===== src/rtl/lsu_ctrl.sv =====
// Multi-cycle RV32I load/store initiator for a word-addressed data memory.
// Sub-word stores are performed as read-modify-write of the containing word.
module lsu_ctrl #(
  parameter int unsigned MEM_WORDS = 64
) (
  input  logic        clk,
  input  logic        reset,
  input  logic        req_valid,
  output logic        req_ready,
  input  logic        req_we,
  input  logic [2:0]  req_funct3,
  input  logic [31:0] req_addr,
  input  logic [31:0] req_wdata,
  output logic        resp_valid,
  output logic [31:0] resp_rdata,
  output logic        resp_err,
  output logic        mem_we,
  output logic [31:0] mem_a,
  output logic [31:0] mem_wd,
  input  logic [31:0] mem_rd
);

  localparam int unsigned AW = 32;
  localparam int unsigned WIDX_W = 30;

  typedef enum logic [2:0] {
    S_IDLE,
    S_LOAD,
    S_RMW_RD,
    S_WRITE,
    S_RESP
  } state_e;

  state_e         state_q, state_d;
  logic [2:0]     f3_q, f3_d;
  logic [1:0]     addr_lo_q, addr_lo_d;
  logic [15:0]    wdata_lo_q, wdata_lo_d;
  logic           req_ready_q, req_ready_d;
  logic           resp_valid_q, resp_valid_d;
  logic [31:0]    resp_rdata_q, resp_rdata_d;
  logic           resp_err_q, resp_err_d;
  logic           mem_we_q, mem_we_d;
  logic [AW-1:0]  mem_a_q, mem_a_d;
  logic [31:0]    mem_wd_q, mem_wd_d;

  logic           illegal, misaligned, out_of_range, req_err;
  logic [7:0]     ld_byte;
  logic [15:0]    ld_half;
  logic [31:0]    ld_data;
  logic [31:0]    merged;

  // Request legality, evaluated on the live request while idle
  always_comb begin
    if (req_we) illegal = (req_funct3 > 3'd2);
    else        illegal = (req_funct3[1:0] == 2'b11) || (req_funct3 == 3'b110);
    misaligned   = ((req_funct3[1:0] == 2'b01) && req_addr[0]) ||
                   ((req_funct3[1:0] == 2'b10) && (req_addr[1:0] != 2'b00));
    out_of_range = (req_addr[31:2] >= WIDX_W'(MEM_WORDS));
    req_err      = illegal || misaligned || out_of_range;
  end

  // Lane extraction/extension for loads and lane merge for sub-word stores
  always_comb begin
    ld_byte = mem_rd[{addr_lo_q, 3'b000} +: 8];
    ld_half = addr_lo_q[1] ? mem_rd[31:16] : mem_rd[15:0];
    case (f3_q)
      3'b000:  ld_data = {{24{ld_byte[7]}}, ld_byte};
      3'b001:  ld_data = {{16{ld_half[15]}}, ld_half};
      3'b100:  ld_data = {24'h0, ld_byte};
      3'b101:  ld_data = {16'h0, ld_half};
      default: ld_data = mem_rd;
    endcase
    merged = mem_rd;
    if (f3_q[0]) begin
      if (addr_lo_q[1]) merged[31:16] = wdata_lo_q;
      else              merged[15:0]  = wdata_lo_q;
    end else begin
      merged[{addr_lo_q, 3'b000} +: 8] = wdata_lo_q[7:0];
    end
  end

  // Next-state and registered-output computation
  always_comb begin
    state_d      = state_q;
    f3_d         = f3_q;
    addr_lo_d    = addr_lo_q;
    wdata_lo_d   = wdata_lo_q;
    resp_valid_d = 1'b0;
    resp_rdata_d = 32'h0;
    resp_err_d   = 1'b0;
    mem_we_d     = 1'b0;
    mem_a_d      = '0;
    mem_wd_d     = 32'h0;
    case (state_q)
      S_IDLE: begin
        if (req_valid) begin
          f3_d       = req_funct3;
          addr_lo_d  = req_addr[1:0];
          wdata_lo_d = req_wdata[15:0];
          if (req_err) begin
            state_d      = S_RESP;
            resp_valid_d = 1'b1;
            resp_err_d   = 1'b1;
          end else begin
            mem_a_d = {req_addr[31:2], 2'b00};
            if (!req_we) begin
              state_d = S_LOAD;
            end else if (req_funct3[1:0] == 2'b10) begin
              state_d  = S_WRITE;
              mem_we_d = 1'b1;
              mem_wd_d = req_wdata;
            end else begin
              state_d = S_RMW_RD;
            end
          end
        end
      end
      S_LOAD: begin
        state_d      = S_RESP;
        resp_valid_d = 1'b1;
        resp_rdata_d = ld_data;
      end
      S_RMW_RD: begin
        state_d  = S_WRITE;
        mem_a_d  = mem_a_q;
        mem_we_d = 1'b1;
        mem_wd_d = merged;
      end
      S_WRITE: begin
        state_d      = S_RESP;
        resp_valid_d = 1'b1;
      end
      S_RESP:  state_d = S_IDLE;
      default: state_d = S_IDLE;
    endcase
    req_ready_d = (state_d == S_IDLE);
  end

  always_ff @(posedge clk) begin
    if (reset) begin
      state_q      <= S_IDLE;
      f3_q         <= 3'b000;
      addr_lo_q    <= 2'b00;
      wdata_lo_q   <= 16'h0;
      req_ready_q  <= 1'b1;
      resp_valid_q <= 1'b0;
      resp_rdata_q <= 32'h0;
      resp_err_q   <= 1'b0;
      mem_we_q     <= 1'b0;
      mem_a_q      <= '0;
      mem_wd_q     <= 32'h0;
    end else begin
      state_q      <= state_d;
      f3_q         <= f3_d;
      addr_lo_q    <= addr_lo_d;
      wdata_lo_q   <= wdata_lo_d;
      req_ready_q  <= req_ready_d;
      resp_valid_q <= resp_valid_d;
      resp_rdata_q <= resp_rdata_d;
      resp_err_q   <= resp_err_d;
      mem_we_q     <= mem_we_d;
      mem_a_q      <= mem_a_d;
      mem_wd_q     <= mem_wd_d;
    end
  end

  assign req_ready  = req_ready_q;
  assign resp_valid = resp_valid_q;
  assign resp_rdata = resp_rdata_q;
  assign resp_err   = resp_err_q;
  // Reset in the WRITE cycle must suppress the write on that same edge
  assign mem_we     = mem_we_q & ~reset;
  assign mem_a      = mem_a_q;
  assign mem_wd     = mem_wd_q;

endmodule


===== config.mk =====
export PLATFORM = sky130hd
export DESIGN_NAME = lsu_ctrl
export DESIGN_NICKNAME = d
export VERILOG_FILES = /design/src/rtl/lsu_ctrl.sv
export SDC_FILE = /design/constraint.sdc
export NUM_CORES = 1
export LEC_CHECK = 0
export ABC_AREA = 1
export BUFFER_PORTS_ARGS = -buffer_cell sky130_fd_sc_hd__buf_4
export CAP_MARGIN = 20
export CORE_MARGIN = 2
export CORE_UTILIZATION = 51
export CTS_CLUSTER_SIZE = 10
export DETAILED_ROUTE_END_ITERATION = 12
export PLACE_DENSITY_LB_ADDON = 0.15
export SYNTH_ARGS = -nofsm -noshare
export SYNTH_HDL_FRONTEND = slang
export SYNTH_SLANG_ARGS = --single-unit

===== constraint.sdc =====
create_clock -name clk -period 2.5 [get_ports clk]
set_clock_uncertainty 0.05 [all_clocks]
set_input_delay 0.5 -clock clk [delete_from_list [all_inputs] [get_ports clk]]
set_output_delay 0.5 -clock clk [all_outputs]
set_load 0.05 [all_outputs]

==> metrics.md, run 1 <==
| Metric | Value |
|---|---|
| Total number of nets in the final design | 1110 |
| Reg2reg setup slack | 0.42 ns |
| Power Internal | 3.88 mW |
| Row cnt | 39 |
| Fillers | 1002 |
| Critical hold path startpoint | req_addr[7] |
| Shortest clock period the worst path allows after layout | 2.08 ns |
| Core Box Area | 11400 um2 |
| Relative max-transition margin | 63.5% |
| Maximum fanout encountered on the critical timing path | 16 |
| Number of sinks on the clock net | 122 |
| Clock transition at the register clock pins on the worst setup and hold paths after CTS | 0.06 ns |
| Post-synthesis share of cell area spent on xor and xnor gates | 0% |
| Number of buffers inserted by hold repair at cts | 0 |
| First-iteration detailed-routing DRC count | 658 |
| RR Endpoint | mem_wd[18]$_SDFF_PP0_ |
| Arrival time reported for the critical path endpoint | 2.31 ns |
| Resize count post-CTS | 0 |
| Adder-Cell Fraction of Synth Area | 1.05% |
| Chip Height | 112 um |
| Clock tree from TritonCTS | done |
| Main synth FF type | sky130_fd_sc_hd__dfxtp_1 |
| Post-synthesis compound-gate area fraction | 23.6% |
| Die area | 12500 um2 |
| Routability-driven placement congestion ratio | 1.00 |
| VDD IR-drop max | 0.502 mV |
| Number of enable-type register cells in the synthesized netlist | 0 |
| Setup repair after global routing missed its margin | no |
| Initial core utilization | 52.2% |
| Setup Total Neg Slack | 0 ns |
| Clock insertion delay at the later pin of the skew report | 0.41 ns |
| Number of pins exceeding their max-slew limit in the final report | 0 |
| Routed via count | 6515 |
| Path category of the worst min-delay check | in2reg |
| Total of flip-flops plus latches after synthesis | 122 |
| Area Overhead vs Synth | 36.7% |
| Crit Path Category | reg2reg |
| Count of antenna-violating nets left after detailed routing | 0 |
| Cell depth of the worst min-delay path | 3 |
| Vias in the first global route | 6113 |
| Average size of a mapped cell | 7.22 um2 |
| Max-cap violation count | 0 |
| Cells taking the most area after synthesis | sky130_fd_sc_hd__dfxtp_1 41%, sky130_fd_sc_hd__a21oi_1 8.6%, sky130_fd_sc_hd__nand2_1 8.3% |
| Critical path data required time | 2.73 ns |
| Worst r2r src | addr_lo_q[1]$_SDFFE_PP0P_ |
| Clock tree buffer depth | 2 |
| FF/Latch Area | 2440 um2 |
| Critical path startpoint category | register |
| Number of design rule violations left after detail routing | 0 |
| Fraction of synthesized cell area taken by the top area cell type | 41.1% |
| Ratio of cells with drive above 1 in the final layout | 27.4% |
| Outcome | completed |
| Largest net degree at the start of global routing | 62 |
| Max Fclk | 482 MHz |
| Static leakage | 3.67 nW |
| Initial antenna violation count | 0 |
| Synth top cells by count | 131 x sky130_fd_sc_hd__nand2_1, 122 x sky130_fd_sc_hd__dfxtp_1, 102 x sky130_fd_sc_hd__a21oi_1 |
| Root buffer cell | sky130_fd_sc_hd__clkbuf_16 |
| Buffers inserted by post-CTS timing repair | 0 |
| Sw Ratio | 27.9% |
| CP Capture Type | register |
| Post-Synthesis Cells | 823 |
| Final Routed Wirelength | 19.3 mm |
| Reg2reg path depth | 7 |
| Count of different cell masters after synthesis | 34 |
| Number of H-tree branching levels | 4 |
| Power after layout | 5.39 mW |
| Synthesized area | 5940 um2 |
| Clock Power Share | 48.6% |
| GRT Resource Usage Total | 30.6% |
| Comb pwr share | 14.2% |
| Post-route cell area | 8120 um2 |
| Die X-Extent | 112 um |
| Slew at the pin with the worst max-slew slack | 0.545 ns |
| Area fraction in and, or, nand and nor cells after synthesis | 24.2% |
| Via density | 5.63 |
| Combinational family with the most area after synthesis | simple AND/OR/NAND/NOR gates |
| Power share of the sequential group | 37.3% |
| Warnings from Yosys | 0 |
| Sum of overflow across all layers after global routing | 0 |
| FFs w/ async S/R, synth | 0% |
| Worst Hold End | mem_a[7]$_SDFFE_PP0N_ |
| Final period utilization | 83.0% |
| Power density relative to cell area | 664 nW/um2 |
| Proportion of synthesized area in mux cells | 0% |
| Top-count cell post-synth | sky130_fd_sc_hd__nand2_1 |
| Final setup fails | 0 |
| N_diodes | 0 |
| Detailed Routing Iterations Pass 1 | 5 |
| Number of buffers added on ports | 200 |
| Ports | 203 |
| Wire length of the first global-routing pass | 30.9 mm |
| Post-synth top area cell | sky130_fd_sc_hd__dfxtp_1 |
| Area of combinational cells with multiple inputs | 2920 um2 |
| Sequential-to-total area share from yosys stat | 41.1% |
| Post-place instance area | 7490 um2 |
| Placed wire-length estimate | 14.3 mm |
| Psw | 1.51 mW |
| Detail-routed net length per standard cell | 16.7 um |
| Final hold vios | 0 |
| TritonCTS Buffers | 17 |
==> how the worst max path moves through the flow <==
stage	startpoint	end	slack, ns	depth (start not counted)
2_1_floorplan	reset	mem_we	0.23	4
3_3_place_gp	req_addr[30]	req_ready$_SDFF_PP1_	0.52	10
3_5_place_dp	req_addr[27]	req_ready$_SDFF_PP1_	0.48	10
4_1_cts	addr_lo_q[1]$_SDFFE_PP0P_	mem_wd[21]$_SDFF_PP0_	0.49	7
5_1_grt	addr_lo_q[1]$_SDFFE_PP0P_	mem_wd[18]$_SDFF_PP0_	0.20	7
6_report	addr_lo_q[1]$_SDFFE_PP0P_	mem_wd[18]$_SDFF_PP0_	0.42	7
==> layout make-up <==
| class | instances | share of cell area (%) |
|---|---|---|
| repair buffers | 220 | 20.5 |
| clock buffers | 17 | 5.24 |
| multi-input cells | 566 | 36.0 |
| well taps | 143 | 2.20 |
| clock inverters | 15 | 2.50 |
| flip-flops and latches | 122 | 30.1 |
| inverters | 75 | 3.47 |
==> critical path: stages, from the launching register on <==
cell                       delay (ns)
sky130_fd_sc_hd__dfxtp_1         0.34
sky130_fd_sc_hd__inv_2           0.21
sky130_fd_sc_hd__ha_1            0.38
sky130_fd_sc_hd__clkinv_1        0.33
sky130_fd_sc_hd__nand4_1         0.32
sky130_fd_sc_hd__o221ai_1        0.15
sky130_fd_sc_hd__nand2_1         0.10
sky130_fd_sc_hd__a21oi_1         0.06
==> power by group through the flow <==
stage | Combinational, mW | Sequential, mW | Clock (mW)
3_5_place_dp | 0.739 | 2.05 | 0
5_1_grt | 0.835 | 2.01 | 2.75
4_1_cts | 0.745 | 2.01 | 2.64
3_3_place_gp | 0.735 | 2.05 | 0
6_report | 0.763 | 2.01 | 2.62
2_1_floorplan | 0.467 | 2.05 | 0
==> flip-flops by register name, summed over array words and instances (netlist names), 2 cells and up <==
signal,flops
mem_wd,32
resp_rdata,32
mem_a,30
wdata_lo_q,16
f3_q,3
state_q,3
addr_lo_q,2
==> stage by stage <==
stage	worst slack (ns)	hold WS (ns)	std cells	util [%]
floorplan	0.232	0.418	824	-
global placement	0.524	0.377	1126	65.9
detailed placement	0.483	0.380	1126	65.9
CTS	0.490	0.245	1158	71.4
global route	0.198	0.263	1158	71.4
finish	0.424	0.255	1158	71.4
==> metal layers <==
metal	GRT usage [%]	vias up	share of wire, %
met4	11.5	0	3.2
met2	49.7	372	46
met3	8.27	54	10
li1	-	3176	-
met5	0	-	0
met1	38.9	2913	40
==> logic make-up (layout without fill, tap and decap cells) <==
kind of cell,after synthesis,after routing
AND/OR/NAND/NOR,327,327
other,1,2
buffers and inverters,136,327
AO/OA/AOI/OAI,232,232
adder cells (fa/ha/maj),5,5
flip-flops,122,122
==> cells in the final DEF (no fill, tap or decap) <==
cell type                   synthesis  routed
sky130_fd_sc_hd__nor2_4             1       2
sky130_fd_sc_hd__o21ai_1            3       3
sky130_fd_sc_hd__clkbuf_16          0      17
sky130_fd_sc_hd__inv_1             69      69
sky130_fd_sc_hd__conb_1             1       2
sky130_fd_sc_hd__inv_6              0       8
sky130_fd_sc_hd__a21boi_2           1       1
sky130_fd_sc_hd__o31ai_1            3       3
sky130_fd_sc_hd__clkinv_4           0       1
sky130_fd_sc_hd__o22ai_1            1       1
sky130_fd_sc_hd__or2_1              1       1
sky130_fd_sc_hd__inv_2              3       3
sky130_fd_sc_hd__nor2_2             3       2
sky130_fd_sc_hd__nor3_2             0       1
sky130_fd_sc_hd__o211ai_1          16      16
sky130_fd_sc_hd__a31oi_1            9       9
sky130_fd_sc_hd__bufinv_16          0       3
sky130_fd_sc_hd__nand3_4            1       1
sky130_fd_sc_hd__clkinv_1           3       3
sky130_fd_sc_hd__o21a_1             2       2
sky130_fd_sc_hd__ha_1               5       5
sky130_fd_sc_hd__o211ai_2          12      12
sky130_fd_sc_hd__nand2_1          131     131
sky130_fd_sc_hd__buf_4              7     219
sky130_fd_sc_hd__a22oi_1            1       1
sky130_fd_sc_hd__inv_8              0       3
sky130_fd_sc_hd__or2_2              3       3
sky130_fd_sc_hd__nand4_1           33      33
sky130_fd_sc_hd__nand2_2            1       1
sky130_fd_sc_hd__buf_12             0       1
sky130_fd_sc_hd__o21ai_0           61      61
sky130_fd_sc_hd__nand3_1           57      57
sky130_fd_sc_hd__dfxtp_1          122     122
sky130_fd_sc_hd__nor3_1            12      11
sky130_fd_sc_hd__nor2_1            84      84
sky130_fd_sc_hd__a21oi_1          102     102
sky130_fd_sc_hd__o221ai_1          21      21
No activity file was read; power rests on OpenSTA's default activity.
==> run 2, diff against run 1 <==
--- a/config.mk
+++ b/config.mk
@@ -5,11 +5,11 @@
 export SDC_FILE = /design/constraint.sdc
 export NUM_CORES = 1
 export LEC_CHECK = 0
-export ABC_AREA = 1
+export ABC_AREA = 0
 export BUFFER_PORTS_ARGS = -buffer_cell sky130_fd_sc_hd__buf_4
 export CAP_MARGIN = 20
 export CORE_MARGIN = 2
-export CORE_UTILIZATION = 51
+export CORE_UTILIZATION = 49
 export CTS_CLUSTER_SIZE = 10
 export DETAILED_ROUTE_END_ITERATION = 12
 export PLACE_DENSITY_LB_ADDON = 0.15
==> constraint.sdc (replaced) <==
create_clock -name clk -period 2.2 [get_ports clk]
set_clock_uncertainty 0.05 [all_clocks]
set_input_delay 0.44 -clock clk [delete_from_list [all_inputs] [get_ports clk]]
set_output_delay 0.44 -clock clk [all_outputs]
set_load 0.05 [all_outputs]
==> metrics.md, run 2 <==
| Metric | Value |
|---|---|
| Final Routed Wirelength | 16.3 mm (-15%) |
| Max-cap violation count | 0 (unchanged) |
| Buffers & Inverters on Critical Path | 1 (-1) |
| Number of pins exceeding their max-slew limit in the final report | 0 (unchanged) |
| Chip Height | 107 um (-4.7%) |
| Worst r2r src | addr_lo_q[1]$_SDFFE_PP0P_ |
| Synthesized area | 5160 um2 (-13%) |
| Count of different cell masters after synthesis | 48 (+41%) |
| Total of flip-flops plus latches after synthesis | 122 (unchanged) |
| Final hold vios | 0 (unchanged) |
| Average size of a mapped cell | 9.20 um2 (+28%) |
| Path category of the worst min-delay check | in2reg |
| Cell chain of the critical path | clkinv_1, ha_1, nand2_1, nor3_4, a221oi_1, a21oi_1, a22o_1 |
| Clock transition at the register clock pins on the worst setup and hold paths after CTS | 0.06 ns (about the same) |
| Initial antenna violation count | 0 (unchanged) |
| Cells taking the most area after synthesis | sky130_fd_sc_hd__dfxtp_1 47%, sky130_fd_sc_hd__a21oi_1 7.9%, sky130_fd_sc_hd__mux2i_1 6.2% |
| Top-count cell post-synth | sky130_fd_sc_hd__dfxtp_1 |
| Most Used Layer, Global Route | met2 |
| Relative max-transition margin | 66.1% (+2.6 points) |
| Number of buffers added on ports | 200 (unchanged) |
| Psw | 1.43 mW (-4.8%) |
| Comb pwr share | 11.6% (-2.6 points) |
| Number of H-tree branching levels | 4 (unchanged) |
| Cell count after placement | 882 (-22%) |
| Total number of nets in the final design | 873 (-21%) |
| Power Internal | 4.07 mW (+4.7%) |
| Arrival time reported for the critical path endpoint | 2.41 ns (+0.10 ns) |
| Post-Synthesis Cells | 561 (-32%) |
| Commonest non-fill, non-tap cells in the layout | 228 x sky130_fd_sc_hd__buf_4, 120 x sky130_fd_sc_hd__dfxtp_1, 82 x sky130_fd_sc_hd__a21oi_1, 73 x sky130_fd_sc_hd__nand2_1, 33 x sky130_fd_sc_hd__a22o_1 |
| Number of design rule violations left after detail routing | 0 (unchanged) |
| Maximum fanout encountered on the critical timing path | 8 (-8) |
| Area Overhead vs Synth | 44.7% |
| Root buffer cell | sky130_fd_sc_hd__clkbuf_8 |
| Ratio of cells with drive above 1 in the final layout | 36.2% (+8.9 points) |
| Setup repair after global routing missed its margin | no |
| Slew at the pin with the worst max-slew slack | 0.506 ns (-0.0393 ns) |
| Warnings from Yosys | 0 (unchanged) |
| Ports | 203 (unchanged) |
| Critical hold path startpoint | req_wdata[4] |
| TritonCTS Buffers | 17 (unchanged) |
| Met3 track demand over resource | 7.48% (-0.80 points) |
| Buffers inserted by post-CTS timing repair | 0 (unchanged) |
| Global-route track usage on met1 | 35.4% (-3.5 points) |
| Final setup fails | 0 (unchanged) |
| Reg2reg setup slack | 0.20 ns (-0.23 ns) |
| Critical path startpoint category | register |
| VDD IR-drop max | 0.474 mV (-5.5%) |
| Vias in the first global route | 4999 (-18%) |
| Post-place instance area | 6910 um2 (-7.8%) |
| CP startpoint | addr_lo_q[1]$_SDFFE_PP0P_ |
| FFs w/ async S/R, synth | 0% (unchanged) |
| Sw Ratio | 26.0% (-1.9 points) |
| Placed wire-length estimate | 11.9 mm (-17%) |
| Initial core utilization | 50.2% (-2.0 points) |
| Detail-routed net length per standard cell | 17.9 um (+7.2%) |
| Routability-driven placement congestion ratio | 0.914 (-8.7%) |
| Wire length of the first global-routing pass | 24.9 mm (-20%) |
| Die X-Extent | 107 um (-4.7%) |
| Largest net degree at the start of global routing | 34 (-45%) |
| Synth top cells by count | 122 x sky130_fd_sc_hd__dfxtp_1, 82 x sky130_fd_sc_hd__a21oi_1, 73 x sky130_fd_sc_hd__nand2_1 |
| GRT met2 Usage | 46.0% (-3.7 points) |
| Outcome | completed |
| Crit Path Category | reg2reg |
| Die area | 11400 um2 (-9.2%) |
| Setup Total Neg Slack | 0 ns (unchanged) |
| GRT Resource Usage Total | 28.1% (-2.4 points) |
| First-iteration detailed-routing DRC count | 312 (-53%) |
| Hold slack final | 0.0893 ns (-0.166 ns) |
| Power density relative to cell area | 736 nW/um2 (+11%) |
| Routed via count | 5278 (-19%) |
| Critical path data required time | 2.61 ns (-0.12 ns) |
| CP Capture Type | register |
| Sum of overflow across all layers after global routing | 0 (unchanged) |
| Clock Power Share | 47.0% (-1.6 points) |
| Cell type group with the largest total delay on the critical path | compound AO/OA/AOI/OAI gates |
| Row cnt | 37 (-5.1%) |
| Clock insertion delay at the later pin of the skew report | 0.51 ns (+0.10 ns) |
| Shortest clock period the worst path allows after layout | 2.00 ns (-0.0710 ns) |
| N_diodes | 0 (unchanged) |
| Clock tree from TritonCTS | done |
| Detailed Routing Iterations Pass 1 | 6 (+1) |
| Power after layout | 5.50 mW (+2.0%) |
| Post-route cell area | 7470 um2 (-8.0%) |
| Post-synth top area cell | sky130_fd_sc_hd__dfxtp_1 |
| Static leakage | 3.36 nW (-8.3%) |
| Sequential-to-total area share from yosys stat | 47.3% (+6.2 points) |
| Clock tree buffer depth | 2 (unchanged) |
| Final period utilization | 91.1% (+8.1 points) |
| Largest incremental delay on the critical path | 0.42 ns (+0.04 ns) |
| Count of antenna-violating nets left after detailed routing | 0 (unchanged) |
| Max Fclk | 499 MHz (+3.5%) |
| Power share of the sequential group | 41.4% (+4.1 points) |
| Number of enable-type register cells in the synthesized netlist | 0 (unchanged) |
| Number of sinks on the clock net | 122 (unchanged) |
| Fraction of synthesized cell area taken by the top area cell type | 47.3% (+6.2 points) |
| Via density | 5.77 (+2.6%) |
| Main synth FF type | sky130_fd_sc_hd__dfxtp_1 |
| Core Box Area | 10300 um2 (-9.6%) |
| Non-filler instance count after layout | 914 (-21%) |
| Most common library cell in the layout ignoring fill and taps | sky130_fd_sc_hd__buf_4 |
| Worst path slowest cell | sky130_fd_sc_hd__ha_1 |
-- run 2: cell count changes in the layout (fill, tap and decap cells not counted), sizes merged, moves of 35 or more --
cell,previous run,this run
a22o,0,35
inv,83,13
nand2,132,74
nand3,58,0
nor2,88,19
o21ai,64,1
-- run 2: final timing paths --
kind                                               endpoint  cells past startpoint
worst max register to register        mem_wd[10]$_SDFF_PP0_                      7
worst min register to register  wdata_lo_q[13]$_SDFFE_PP0P_                      2
worst max-delay path                  mem_wd[10]$_SDFF_PP0_                      7
worst min-delay path                   mem_wd[4]$_SDFF_PP0_                      2
-- run 2: power by group through the flow --
stage	Sequential, mW	Combinational, mW	Clock (mW)
floorplan	2.32	0.329	0
global placement	2.32	0.610	0
detailed placement	2.32	0.625	0
CTS	2.27	0.629	2.61
global route	2.28	0.685	2.74
finish	2.28	0.640	2.58
-- run 2: cells by family after synthesis --
| kind of cell | share of synthesized area [%] |
|---|---|
| mux | 6.42 |
| fa+ha+maj | 1.21 |
| compound gates | 24.5 |
| simple gates | 15.5 |
| other cells | 0.0726 |
| flops | 47.3 |
| buf+inv | 4.97 |
-- run 2: timing repair --
action | CTS | global route
resized for setup | 0 | 2
setup endpoints to repair | 0 | 3
hold buffers | 0 | 0
-- run 2: per-stage QoR --
step | utilization (%) | worst slack [ns]
floorplan | - | -0.0573
global placement | 67.2 | -0.207
detailed placement | 67.2 | -0.385
CTS | 72.6 | 0.142
global route | 72.7 | 0.114
finish | 72.7 | 0.195
-- run 2: final cells by class --
| class | instances | area, um2 |
|---|---|---|
| clock buffer | 19 | 432 |
| clock inverter | 13 | 120 |
| fill | 803 | 2810 |
| inverter | 12 | 45.0 |
| multi-input combinational | 382 | 2510 |
| sequential | 122 | 2440 |
| tap | 136 | 170 |
| timing repair buffer | 230 | 1750 |
-- run 2: per-layer routing --
metal | vias to the layer above | part of all wire [%]
met5 | - | 0
met4 | 0 | 2.7
met3 | 38 | 9.8
met2 | 275 | 48
met1 | 2490 | 39
li1 | 2475 | -
==> run 3, diff against run 2 <==
--- a/config.mk
+++ b/config.mk
@@ -12,7 +12,7 @@
 export CORE_UTILIZATION = 49
 export CTS_CLUSTER_SIZE = 10
 export DETAILED_ROUTE_END_ITERATION = 12
-export PLACE_DENSITY_LB_ADDON = 0.15
+export PLACE_DENSITY = 0.81
 export SYNTH_ARGS = -nofsm -noshare
 export SYNTH_HDL_FRONTEND = slang
 export SYNTH_SLANG_ARGS = --single-unit
==> metrics.md, run 3 (synthesis gave the netlist of run 2 again) <==
| Metric | Value |
|---|---|
| Number of pins exceeding their max-slew limit in the final report | 0 (unchanged) |
| Setup repair after global routing missed its margin | no |
| Core Box Area | 10300 um2 (unchanged) |
| Detail-routed net length per standard cell | 18.4 um (+2.7%) |
| Ports | 203 (unchanged) |
| Comb pwr share | 11.6% (about the same) |
| Placed wire-length estimate | 11.7 mm (-1.4%) |
| Commonest non-fill, non-tap cells in the layout | 221 x sky130_fd_sc_hd__buf_4, 120 x sky130_fd_sc_hd__dfxtp_1, 82 x sky130_fd_sc_hd__a21oi_1, 73 x sky130_fd_sc_hd__nand2_1, 33 x sky130_fd_sc_hd__a22o_1 |
| Initial core utilization | 50.2% (unchanged) |
| Total number of nets in the final design | 866 (-0.80%) |
| Wire length of the first global-routing pass | 26.1 mm (+5.1%) |
| Final hold vios | 0 (unchanged) |
| Non-filler instance count after layout | 907 (-0.77%) |
| Buffers & Inverters on Critical Path | 2 (+1) |
| Power Internal | 4.02 mW (-1.2%) |
| Detailed Routing Iterations Pass 1 | 5 (-1) |
| Reg2reg setup slack | 0.24 ns (+0.04 ns) |
| Area of combinational cells with multiple inputs | 2500 um2 (-0.20%) |
| Psw | 1.42 mW (-0.90%) |
| Routed via count | 5197 (-1.5%) |
| Vias in the first global route | 5077 (+1.6%) |
| Relative max-transition margin | 58.1% (-8.0 points) |
| Post-place instance area | 6860 um2 (-0.76%) |
| Via density | 5.73 (-0.77%) |
| CP startpoint | req_addr[9] |
| Cell with the most instances on the worst path | sky130_fd_sc_hd__buf_4 |
| Row cnt | 37 (unchanged) |
| Cell chain of the critical path | buf_4, nor4_2, nand4_1, or4_1, buf_4, nor3_1, a22o_1 |
| Power after layout | 5.44 mW (-1.1%) |
| Cell type group with the largest total delay on the critical path | simple AND/OR/NAND/NOR gates |
| Ratio of cells with drive above 1 in the final layout | 35.7% (-0.58 points) |
| Clock transition at the register clock pins on the worst setup and hold paths after CTS | 0.06 ns (about the same) |
| Largest net degree at the start of global routing | 43 (+26%) |
| Number of sinks on the clock net | 122 (unchanged) |
| Cell count after placement | 875 (-0.79%) |
| Die X-Extent | 107 um (unchanged) |
| Levels on crit path | 7 (unchanged) |
| Static leakage | 3.33 nW (-1.2%) |
| Max-cap violation count | 0 (unchanged) |
| Clock Power Share | 46.4% (-0.6 points) |
| Reg2reg path depth | 7 (unchanged) |
| Path category of the worst min-delay check | in2reg |
| Clock tree from TritonCTS | done |
| CP Capture Type | register |
| Final Core Density | 72.0% (-0.67 points) |
| Buffers inserted by post-CTS timing repair | 0 (unchanged) |
| Number of design rule violations left after detail routing | 0 (unchanged) |
| Slew at the pin with the worst max-slew slack | 0.624 ns (+0.118 ns) |
| Max Fclk | 501 MHz (+0.41%) |
| TritonCTS Buffers | 17 (unchanged) |
| FF/Latch Area | 2440 um2 (unchanged) |
| Count of antenna-violating nets left after detailed routing | 0 (unchanged) |
| First-iteration detailed-routing DRC count | 421 (+35%) |
| RR Endpoint | mem_wd[10]$_SDFF_PP0_ |
| Sw Ratio | 26.1% (+0.057 points) |
| Number of H-tree branching levels | 4 (unchanged) |
| Power share of the sequential group | 42.0% (+0.6 points) |
| Hold slack final | 0.0894 ns (+0.000147 ns) |
| Critical path startpoint category | primary input |
| Maximum fanout encountered on the critical timing path | 7 (-1) |
| Area Overhead vs Synth | 43.3% |
| Endpoint of the most critical setup path | mem_a[2]$_SDFFE_PP0N_ |
| Chip Height | 107 um (unchanged) |
| Initial antenna violation count | 0 (unchanged) |
| Post-placement worst setup slack | -0.308 ns (+0.0773 ns) |
| Fillers | 791 (-1.5%) |
| Arrival time reported for the critical path endpoint | 2.41 ns (about the same) |
| Clock insertion delay at the later pin of the skew report | 0.51 ns (about the same) |
| Clock tree buffer depth | 2 (unchanged) |
| Crit Path Category | in2reg |
| Power density relative to cell area | 735 nW/um2 (-0.19%) |
| Final period utilization | 90.8% (-0.38 points) |
| Final setup fails | 0 (unchanged) |
| Outcome | completed |
| GRT Resource Usage Total | 29.0% (+0.88 points) |
| N_diodes | 0 (unchanged) |
| Final Routed Wirelength | 16.7 mm (+2.0%) |
| Die area | 11400 um2 (unchanged) |
| Root buffer cell | sky130_fd_sc_hd__clkbuf_8 |
| Final worst setup slack | 0.203 ns (+0.00829 ns) |
| Sum of overflow across all layers after global routing | 0 (unchanged) |
| Number of buffers added on ports | 200 (unchanged) |
| Shortest clock period the worst path allows after layout | 2.00 ns (-0.00829 ns) |
| Most common library cell in the layout ignoring fill and taps | sky130_fd_sc_hd__buf_4 |
| VDD IR-drop max | 0.501 mV (+5.6%) |
| Post-route cell area | 7400 um2 (-0.92%) |
| Largest incremental delay on the critical path | 0.52 ns (+0.10 ns) |
| Worst path slowest cell | sky130_fd_sc_hd__nor3_1 |
| Setup Total Neg Slack | 0 ns (unchanged) |
| Routability-driven placement congestion ratio | 0.942 (+3.0%) |
| Critical path data required time | 2.61 ns (about the same) |
| Worst r2r src | addr_lo_q[1]$_SDFFE_PP0P_ |
==> run 3: changes by cell type in the layout (fill, tap and decap cells not counted) <==
cell,change
sky130_fd_sc_hd__buf_4,-7
sky130_fd_sc_hd__clkbuf_1,-1
sky130_fd_sc_hd__clkbuf_8,-1
sky130_fd_sc_hd__clkinv_2,+3
sky130_fd_sc_hd__inv_6,-1
sky130_fd_sc_hd__nor3_1,+1
sky130_fd_sc_hd__nor3_2,-1
==> run 3: area by class of cell <==
cell class / count / area share, %
Inverter: 12 / 0.609
Clock inverter: 15 / 1.71
Clock buffer: 17 / 5.59
Sequential cell: 122 / 33.0
Timing Repair Buffer: 223 / 23.0
Tap cell: 136 / 2.30
Multi-Input combinational cell: 382 / 33.8
==> run 3: power by group through the flow <==
stage               registers (mW)  clock network [mW]  logic (mW)
floorplan                     2.32                   0       0.329
global placement              2.32                   0       0.601
finish                        2.28                2.53       0.630
global route                  2.28                2.66       0.678
CTS                           2.28                2.54       0.621
detailed placement            2.33                   0       0.611
==> run 3: what timing repair did <==
item,in CTS,in global routing
hold buffers,0,0
resized for setup,0,1
setup endpoints to repair,0,3
==> run 3: layer usage <==
layer / track usage (%) / up-vias / part of all wire [%]
met3: 7.42 / 41 / 9.6
li1: - / 2448 / -
met1: 35.9 / 2434 / 40
met4: 10.6 / 0 / 2.6
met5: 0 / - / 0
met2: 48.9 / 274 / 48
==> run 3: worst min-delay path by stage <==
stage                                           start                           to  slack, ns  cells past startpoint
after global routing                     req_wdata[7]         mem_wd[7]$_SDFF_PP0_       0.08                      2
after global placement    wdata_lo_q[13]$_SDFFE_PP0P_  wdata_lo_q[13]$_SDFFE_PP0P_       0.41                      2
after CTS                                req_wdata[7]         mem_wd[7]$_SDFF_PP0_       0.09                      2
after detailed placement       mem_a[11]$_SDFFE_PP0N_       mem_a[11]$_SDFFE_PP0N_       0.42                      1
final                                     req_addr[3]        mem_a[3]$_SDFFE_PP0N_       0.09                      2
after floorplan                  f3_q[2]$_SDFFE_PP0P_         f3_q[2]$_SDFFE_PP0P_       0.39                      2
